File: config.mk
export PLATFORM = sky130hd
export DESIGN_NAME = instr_cache
export DESIGN_NICKNAME = d
export VERILOG_FILES = /design/src/rtl/instr_cache.sv
export SDC_FILE = /design/constraint.sdc
export NUM_CORES = 1
export LEC_CHECK = 0
export ABC_AREA = 0
export CAP_MARGIN = 20
export CORE_MARGIN = 5
export CORE_UTILIZATION = 45
export DETAILED_ROUTE_END_ITERATION = 16
export GPL_ROUTABILITY_DRIVEN = 0
export PLACE_DENSITY = 0.69
export RECOVER_POWER = 100
export SYNTH_ARGS = -nofsm -noshare
export SYNTH_HDL_FRONTEND = slang
export SYNTH_SLANG_ARGS = --single-unit
File: constraint.sdc
create_clock -name CLK -period 15.5 [get_ports CLK]
set_clock_uncertainty 0.05 [all_clocks]
set_input_delay 3.1 -clock CLK [delete_from_list [all_inputs] [get_ports CLK]]
set_output_delay 3.1 -clock CLK [all_outputs]
set_load 0.02 [all_outputs]
File: src/rtl/instr_cache.sv
// Direct-mapped, read-only instruction cache for the 8-bit single-cycle CPU.
// A hit returns the addressed 32-bit word combinationally. A miss stalls the CPU
// through BUSYWAIT while one 16-byte block is refilled from instruction memory.
// Optional hit/miss counters are compiled in when ICACHE_STATS_EN is defined.
module instr_cache #(
  parameter int ADDR_WIDTH = 10,
  parameter int INDEX_BITS = 3
) (
  input  logic                  CLK,
  input  logic                  RESET,
  input  logic                  READ,
  input  logic [ADDR_WIDTH-1:0] ADDRESS,
  output logic [31:0]           INSTRUCTION,
  output logic                  BUSYWAIT,
  output logic                  MEM_READ,
  output logic [ADDR_WIDTH-5:0] MEM_ADDRESS,
  input  logic [127:0]          MEM_READDATA,
  input  logic                  MEM_BUSYWAIT
`ifdef ICACHE_STATS_EN
  ,
  output logic [15:0]           HIT_COUNT,
  output logic [15:0]           MISS_COUNT
`endif
);

  localparam int TAG_W = ADDR_WIDTH - 4 - INDEX_BITS;
  localparam int BLK_W = ADDR_WIDTH - 4;
  localparam int NSETS = 1 << INDEX_BITS;

  // state      | meaning
  // S_IDLE     | serving hits; a miss latches the block address
  // S_MEM_READ | block request outstanding, waiting for MEM_BUSYWAIT low
  // S_UPDATE   | writing the captured block, tag and valid bit
  typedef enum logic [1:0] {S_IDLE, S_MEM_READ, S_UPDATE} state_t;

  state_t             state_q, state_d;
  logic               mem_read_q, mem_read_d;
  logic [BLK_W-1:0]   mem_addr_q, mem_addr_d;
  logic [NSETS-1:0]   valid_q, valid_d;
  logic [127:0]       fill_q, fill_d;
  logic [TAG_W-1:0]   tag_q  [NSETS];
  logic [TAG_W-1:0]   tag_d  [NSETS];
  logic [127:0]       data_q [NSETS];
  logic [127:0]       data_d [NSETS];

  logic [TAG_W-1:0]      addr_tag;
  logic [INDEX_BITS-1:0] addr_idx;
  logic [1:0]            addr_word;
  logic [INDEX_BITS-1:0] fill_idx;
  logic [TAG_W-1:0]      fill_tag;
  logic                  hit;
  logic                  busy;
  logic                  unused_addr_lsb;

  assign addr_tag        = ADDRESS[ADDR_WIDTH-1 -: TAG_W];
  assign addr_idx        = ADDRESS[4 +: INDEX_BITS];
  assign addr_word       = ADDRESS[3:2];
  assign unused_addr_lsb = ^ADDRESS[1:0];

  // The refill writes only through the latched block address, so a CPU
  // address change mid-refill cannot corrupt the line being filled.
  assign fill_idx = mem_addr_q[INDEX_BITS-1:0];
  assign fill_tag = mem_addr_q[BLK_W-1 -: TAG_W];

  // Hit detection is only meaningful while idle; during a refill the CPU stalls.
  assign hit = (state_q == S_IDLE) && READ && valid_q[addr_idx] &&
               (tag_q[addr_idx] == addr_tag);

  assign INSTRUCTION = hit ? data_q[addr_idx][{addr_word, 5'd0} +: 32] : 32'h0;
  // Gated by RESET so the CPU is never stalled while the cache is held in reset.
  assign BUSYWAIT    = busy && RESET;
  assign MEM_READ    = mem_read_q;
  assign MEM_ADDRESS = mem_addr_q;

  // Next-state, refill bookkeeping and stall decode.
  always_comb begin
    state_d    = state_q;
    mem_read_d = mem_read_q;
    mem_addr_d = mem_addr_q;
    valid_d    = valid_q;
    fill_d     = fill_q;
    tag_d      = tag_q;
    data_d     = data_q;
    busy       = 1'b0;
    case (state_q)
      S_IDLE: begin
        if (READ && !hit) begin
          busy       = 1'b1;
          mem_addr_d = {addr_tag, addr_idx};
          mem_read_d = 1'b1;
          state_d    = S_MEM_READ;
        end
      end
      S_MEM_READ: begin
        busy = 1'b1;
        if (!MEM_BUSYWAIT) begin
          fill_d     = MEM_READDATA;
          mem_read_d = 1'b0;
          state_d    = S_UPDATE;
        end
      end
      S_UPDATE: begin
        busy              = 1'b1;
        valid_d[fill_idx] = 1'b1;
        tag_d[fill_idx]   = fill_tag;
        data_d[fill_idx]  = fill_q;
        state_d           = S_IDLE;
      end
      default: state_d = S_IDLE;
    endcase
  end

  // Control state: MEM_READ has its own flop so the request line cannot glitch.
  always_ff @(posedge CLK or negedge RESET) begin
    if (!RESET) begin
      state_q    <= S_IDLE;
      mem_read_q <= 1'b0;
      mem_addr_q <= '0;
      valid_q    <= '0;
    end else begin
      state_q    <= state_d;
      mem_read_q <= mem_read_d;
      mem_addr_q <= mem_addr_d;
      valid_q    <= valid_d;
    end
  end

  // Line storage and refill buffer carry no reset; valid bits guard them.
  always_ff @(posedge CLK) begin
    fill_q <= fill_d;
    tag_q  <= tag_d;
    data_q <= data_d;
  end

`ifdef ICACHE_STATS_EN
  logic [15:0] hit_cnt_q, hit_cnt_d;
  logic [15:0] miss_cnt_q, miss_cnt_d;
  logic        after_update_q, after_update_d;

  // Saturating counters; the hit that completes a refill is counted as a miss only.
  always_comb begin
    hit_cnt_d      = hit_cnt_q;
    miss_cnt_d     = miss_cnt_q;
    after_update_d = (state_q == S_UPDATE);
    if (hit && !after_update_q && (hit_cnt_q != 16'hFFFF))
      hit_cnt_d = hit_cnt_q + 16'd1;
    if ((state_q == S_IDLE) && (state_d == S_MEM_READ) && (miss_cnt_q != 16'hFFFF))
      miss_cnt_d = miss_cnt_q + 16'd1;
  end

  // Counter registers.
  always_ff @(posedge CLK or negedge RESET) begin
    if (!RESET) begin
      hit_cnt_q      <= '0;
      miss_cnt_q     <= '0;
      after_update_q <= 1'b0;
    end else begin
      hit_cnt_q      <= hit_cnt_d;
      miss_cnt_q     <= miss_cnt_d;
      after_update_q <= after_update_d;
    end
  end

  assign HIT_COUNT  = hit_cnt_q;
  assign MISS_COUNT = miss_cnt_q;
`endif

endmodule
==> summary.md <==
| Metric | Value |
|---|---|
| Run status | finished, violations left |
| Violations in the final reports | max-capacitance violations, max-slew violations |
| Placed Cells incl. Taps | 3,252 |
| Wire length of the first global-routing pass | 139 mm |
| Standard-cell rows | 115 |
| Total standard cell area after synthesis | 0.0446 mm2 |
| Count of final max-slew check failures | 1,230 |
| Normalized max-slew margin | -5.90 |
| Global-route usage over all layers | 0.176 |
| # IOs | 182 |
| Post-route fraction of the period consumed by the critical path | 0.772 |
| Hold-fix buffers at CTS | 0 |
| FF/Latch Area | 0.0357 mm2 |
| Initial antenna violation count | 5 |
| Number of synthesized register bits | 1,193 |
| Vias in the first global route | 20,900 |
| Standby leakage power | 0.0161 uW |
| Total negative slack for setup checks | 0 ns |
| CTS clock-pin slew for the worst setup and hold paths | 0.06 ns |
| Number of instances resized during post-cts repair | 0 |
| Worst ir drop on vdd | 0.101 mV |
| Final routed DRC violation total | 0 |
| Mapped Nets | 2,003 |
| Via density per instance | 5.70 |
| Filler cell count | 7,494 |
| Class of the tightest hold or removal check | reg2reg |
| Total via count after detailed routing | 19,800 |
| Remaining number of nets flagged by the antenna check after routing | 0 |
| Growth of design area from synthesis to finish | 15.6% |
| Crit. End Element | output pin |
| Root buf cell | sky130_fd_sc_hd__clkbuf_16 |
| Critical path required time | 12.35 ns |
| Total area of multi-input combinational cells | 0.00848 mm2 |
| Shortest period the worst path allows | 11.96 ns |
| Layout cells sized above 1 | 0.227 |
| # setup viols final | 0 |
| Deepest clock path buffer count | 3 |
| H-tree depth | 3 |
| Post-detailed-placement half-perimeter wirelength | 48.4 mm |
| Floorplan die width | 325 um |
| Sequential fraction of the synthesis area | 0.801 |
| Number of hold violations in the final report | 0 |
| Data arrival time of the worst path | 8.81 ns |
| Post-Synthesis Cells | 1,855 |
| Upper clock frequency limit | 83.6 MHz |
| Nets@finish | 2,232 |
| TritonCTS clock tree | yes |
| Clock buffer count from CTS | 116 |
| Reg2reg setup slack | 6.14 ns |
| Synthesized area divided by synthesized cell count | 24.1 um2 |
| Area enclosed by the die boundary | 0.106 mm2 |
| Number of port buffers | 179 |
| Post-place instance area | 0.0480 mm2 |
| Pre-antenna DRT Iters | 5 |
| Path type of the worst setup path | in2out |
| Routed length per placed instance | 26.9 um |
| Power density over the cells | 149 mW/mm2 |
| Number of distinct standard cells referenced by the synthesized netlist | 33 |
| Fin Hold WS | 0.417 ns |
| Number of warnings reported in the yosys synthesis log | 0 |
| Design area | 0.0516 mm2 |
| Number of standard cells in the final layout excluding fillers | 3,472 |
| DRT Wirelength | 93.3 mm |
| Worst Tran Pin Value | 10.34 ns |
| Largest net degree at the start of global routing | 133 |
| Unrepaired setup endpoints after global routing | false |
| Setup crit start kind | input pin |
| Highest net fanout along the worst path | 48 |
| Core region area | 0.0984 mm2 |
| Clk Latency, worst-skew pair | 0.69 ns |
| Aggregate global routing overflow | 0 |
| Die Ht | 325 um |
| Starting DRC count in detailed routing | 1,828 |
| Count of maximum capacitance violations | 17 |
| CTS sink count | 1,193 |
| Initial Util | 0.453 |
| Post-CTS repair timing setup buffer count | 0 |
-- report_power, final --
part,leakage (uW),switching [uW],total [uW],internal [uW]
logic,0.00348,444,692,248
registers,0.0108,172,4290,4120
clock network,0.00182,1160,2720,1570
total,0.0161,1770,7700,5930
-- critical path: stages --
cell and delay (ns):
sky130_fd_sc_hd__buf_8 0.42, sky130_fd_sc_hd__buf_4 0.78, sky130_fd_sc_hd__mux4_2 0.59, sky130_fd_sc_hd__mux2i_1 0.18, sky130_fd_sc_hd__xnor2_1 0.16, sky130_fd_sc_hd__a2111oi_2 0.09, sky130_fd_sc_hd__nand3_2 0.09, sky130_fd_sc_hd__clkbuf_1 1.82
sky130_fd_sc_hd__and3_1 0.61, sky130_fd_sc_hd__o211a_1 0.20, sky130_fd_sc_hd__dlygate4sd3_1 0.70
-- kinds of logic (layout without fill, tap and decap cells) --
logic type                 after synthesis  in the layout  synth area share
adders and majority gates                6              6           0.00168
AOI/OAI and AO/OA                      108            108            0.0163
xor gates and xnor gates                 3              3          0.000589
other                                    0              1                 0
DFF                                   1193           1193             0.801
muxes                                  339            339             0.159
buffers and inverters                  101            430           0.00937
and+or+nand+nor                        105            105            0.0121
-- layer usage --
layer  vias up  routed length (um)  track usage
li1       8390                   -            -
met1     10700               40400        0.257
met2       633               45600        0.283
met3       101                5980       0.0346
met4         0                1210       0.0347
met5         -                   0            0
-- layout by cell type, fill, tap and decap left out, types with 4 or more instances in the layout --
cell type / count
sky130_fd_sc_hd__or2_2: 8
sky130_fd_sc_hd__clkbuf_8: 6
sky130_fd_sc_hd__nor2b_1: 34
sky130_fd_sc_hd__clkinv_2: 22
sky130_fd_sc_hd__clkbuf_1: 34
sky130_fd_sc_hd__nand3_1: 4
sky130_fd_sc_hd__nand2_1: 5
sky130_fd_sc_hd__dfrtp_1: 17
sky130_fd_sc_hd__buf_4: 14
sky130_fd_sc_hd__nor2_4: 4
sky130_fd_sc_hd__clkbuf_16: 116
sky130_fd_sc_hd__dlygate4sd3_1: 170
sky130_fd_sc_hd__bufinv_16: 10
sky130_fd_sc_hd__inv_6: 4
sky130_fd_sc_hd__a211oi_1: 64
sky130_fd_sc_hd__a21oi_1: 34
sky130_fd_sc_hd__clkinv_1: 31
sky130_fd_sc_hd__edfxtp_1: 1176
sky130_fd_sc_hd__mux2i_1: 40
sky130_fd_sc_hd__mux2_1: 6
sky130_fd_sc_hd__mux4_2: 293
sky130_fd_sc_hd__ha_1: 6
sky130_fd_sc_hd__nor2_1: 36
sky130_fd_sc_hd__clkinvlp_4: 7
sky130_fd_sc_hd__clkdlybuf4s50_1: 4
-- Yosys cell counts --
library cell,instances,share of area
sky130_fd_sc_hd__and3b_1,1,0.00020
sky130_fd_sc_hd__nor2b_1,35,0.0049
sky130_fd_sc_hd__buf_2,25,0.0028
sky130_fd_sc_hd__mux2_4,6,0.0020
sky130_fd_sc_hd__and3_1,1,0.00014
sky130_fd_sc_hd__a211oi_1,64,0.011
sky130_fd_sc_hd__inv_1,3,0.00025
sky130_fd_sc_hd__o211ai_1,2,0.00034
sky130_fd_sc_hd__dfrtp_1,17,0.0095
sky130_fd_sc_hd__edfxtp_1,1176,0.79
sky130_fd_sc_hd__o211a_1,1,0.00022
sky130_fd_sc_hd__a2111oi_2,1,0.00034
sky130_fd_sc_hd__nor3_1,2,0.00022
sky130_fd_sc_hd__nand2b_1,3,0.00042
sky130_fd_sc_hd__ha_1,6,0.0017
sky130_fd_sc_hd__nand3_1,5,0.00056
sky130_fd_sc_hd__buf_6,1,0.00025
sky130_fd_sc_hd__or2_2,8,0.0011
sky130_fd_sc_hd__a31oi_1,1,0.00014
sky130_fd_sc_hd__o22ai_1,1,0.00014
sky130_fd_sc_hd__nand4_1,2,0.00028
sky130_fd_sc_hd__clkbuf_1,56,0.0047
sky130_fd_sc_hd__mux4_2,293,0.15
sky130_fd_sc_hd__nor2_1,40,0.0034
sky130_fd_sc_hd__xor2_1,2,0.00039
sky130_fd_sc_hd__a21oi_1,34,0.0038
sky130_fd_sc_hd__buf_1,16,0.0013
sky130_fd_sc_hd__xnor2_1,1,0.00020
sky130_fd_sc_hd__nand3b_1,3,0.00050
sky130_fd_sc_hd__mux2i_1,40,0.0090
sky130_fd_sc_hd__nand2_1,5,0.00042
sky130_fd_sc_hd__o21ai_0,3,0.00034
sky130_fd_sc_hd__a22oi_1,1,0.00017
-- area by class of cell --
class,count,area share
Sequential cell,1193,0.693
Multi-Input combinational cell,561,0.164
Clock buffer,138,0.0589
Timing Repair Buffer,209,0.0384
Tap cell,1287,0.0312
Clock inverter,80,0.0138
Inverter,3,0.000218
Antenna cell,1,0.0000485
-- state kept, by name, indices dropped and copies added, names as in the netlist --
register	count
MEM_ADDRESS	6
MEM_READ	1
data_q	1024
fill_q	128
state_q	2
tag_q	24
valid_q	8
-- metrics by stage --
stage	setup WS, ns	utilization	power [uW]
floorplan	4.81	-	4710
global placement	4.86	0.488	4970
detailed placement	4.81	0.488	5010
CTS	4.81	0.526	7740
global route	3.00	0.524	8010
finish	3.54	0.524	7700
-- final timing paths --
kind / to / start / depth (start not counted)
worst max-delay path: BUSYWAIT / ADDRESS[4] / 11
max in group asynchronous: valid_q[2]$_DFFE_PN0P_ / RESET / 1
worst max register to register: data_q[847]$_DFFE_PP_ / state_q[0]$_DFFE_PN0P_ / 5
worst min-delay path: valid_q[2]$_DFFE_PN0P_ / valid_q[2]$_DFFE_PN0P_ / 1
worst min register to register: valid_q[2]$_DFFE_PN0P_ / valid_q[2]$_DFFE_PN0P_ / 1
min in group asynchronous: MEM_READ$_DFFE_PN0P_ / RESET / 1
Note: power is estimated with default switching activity, not from simulation.
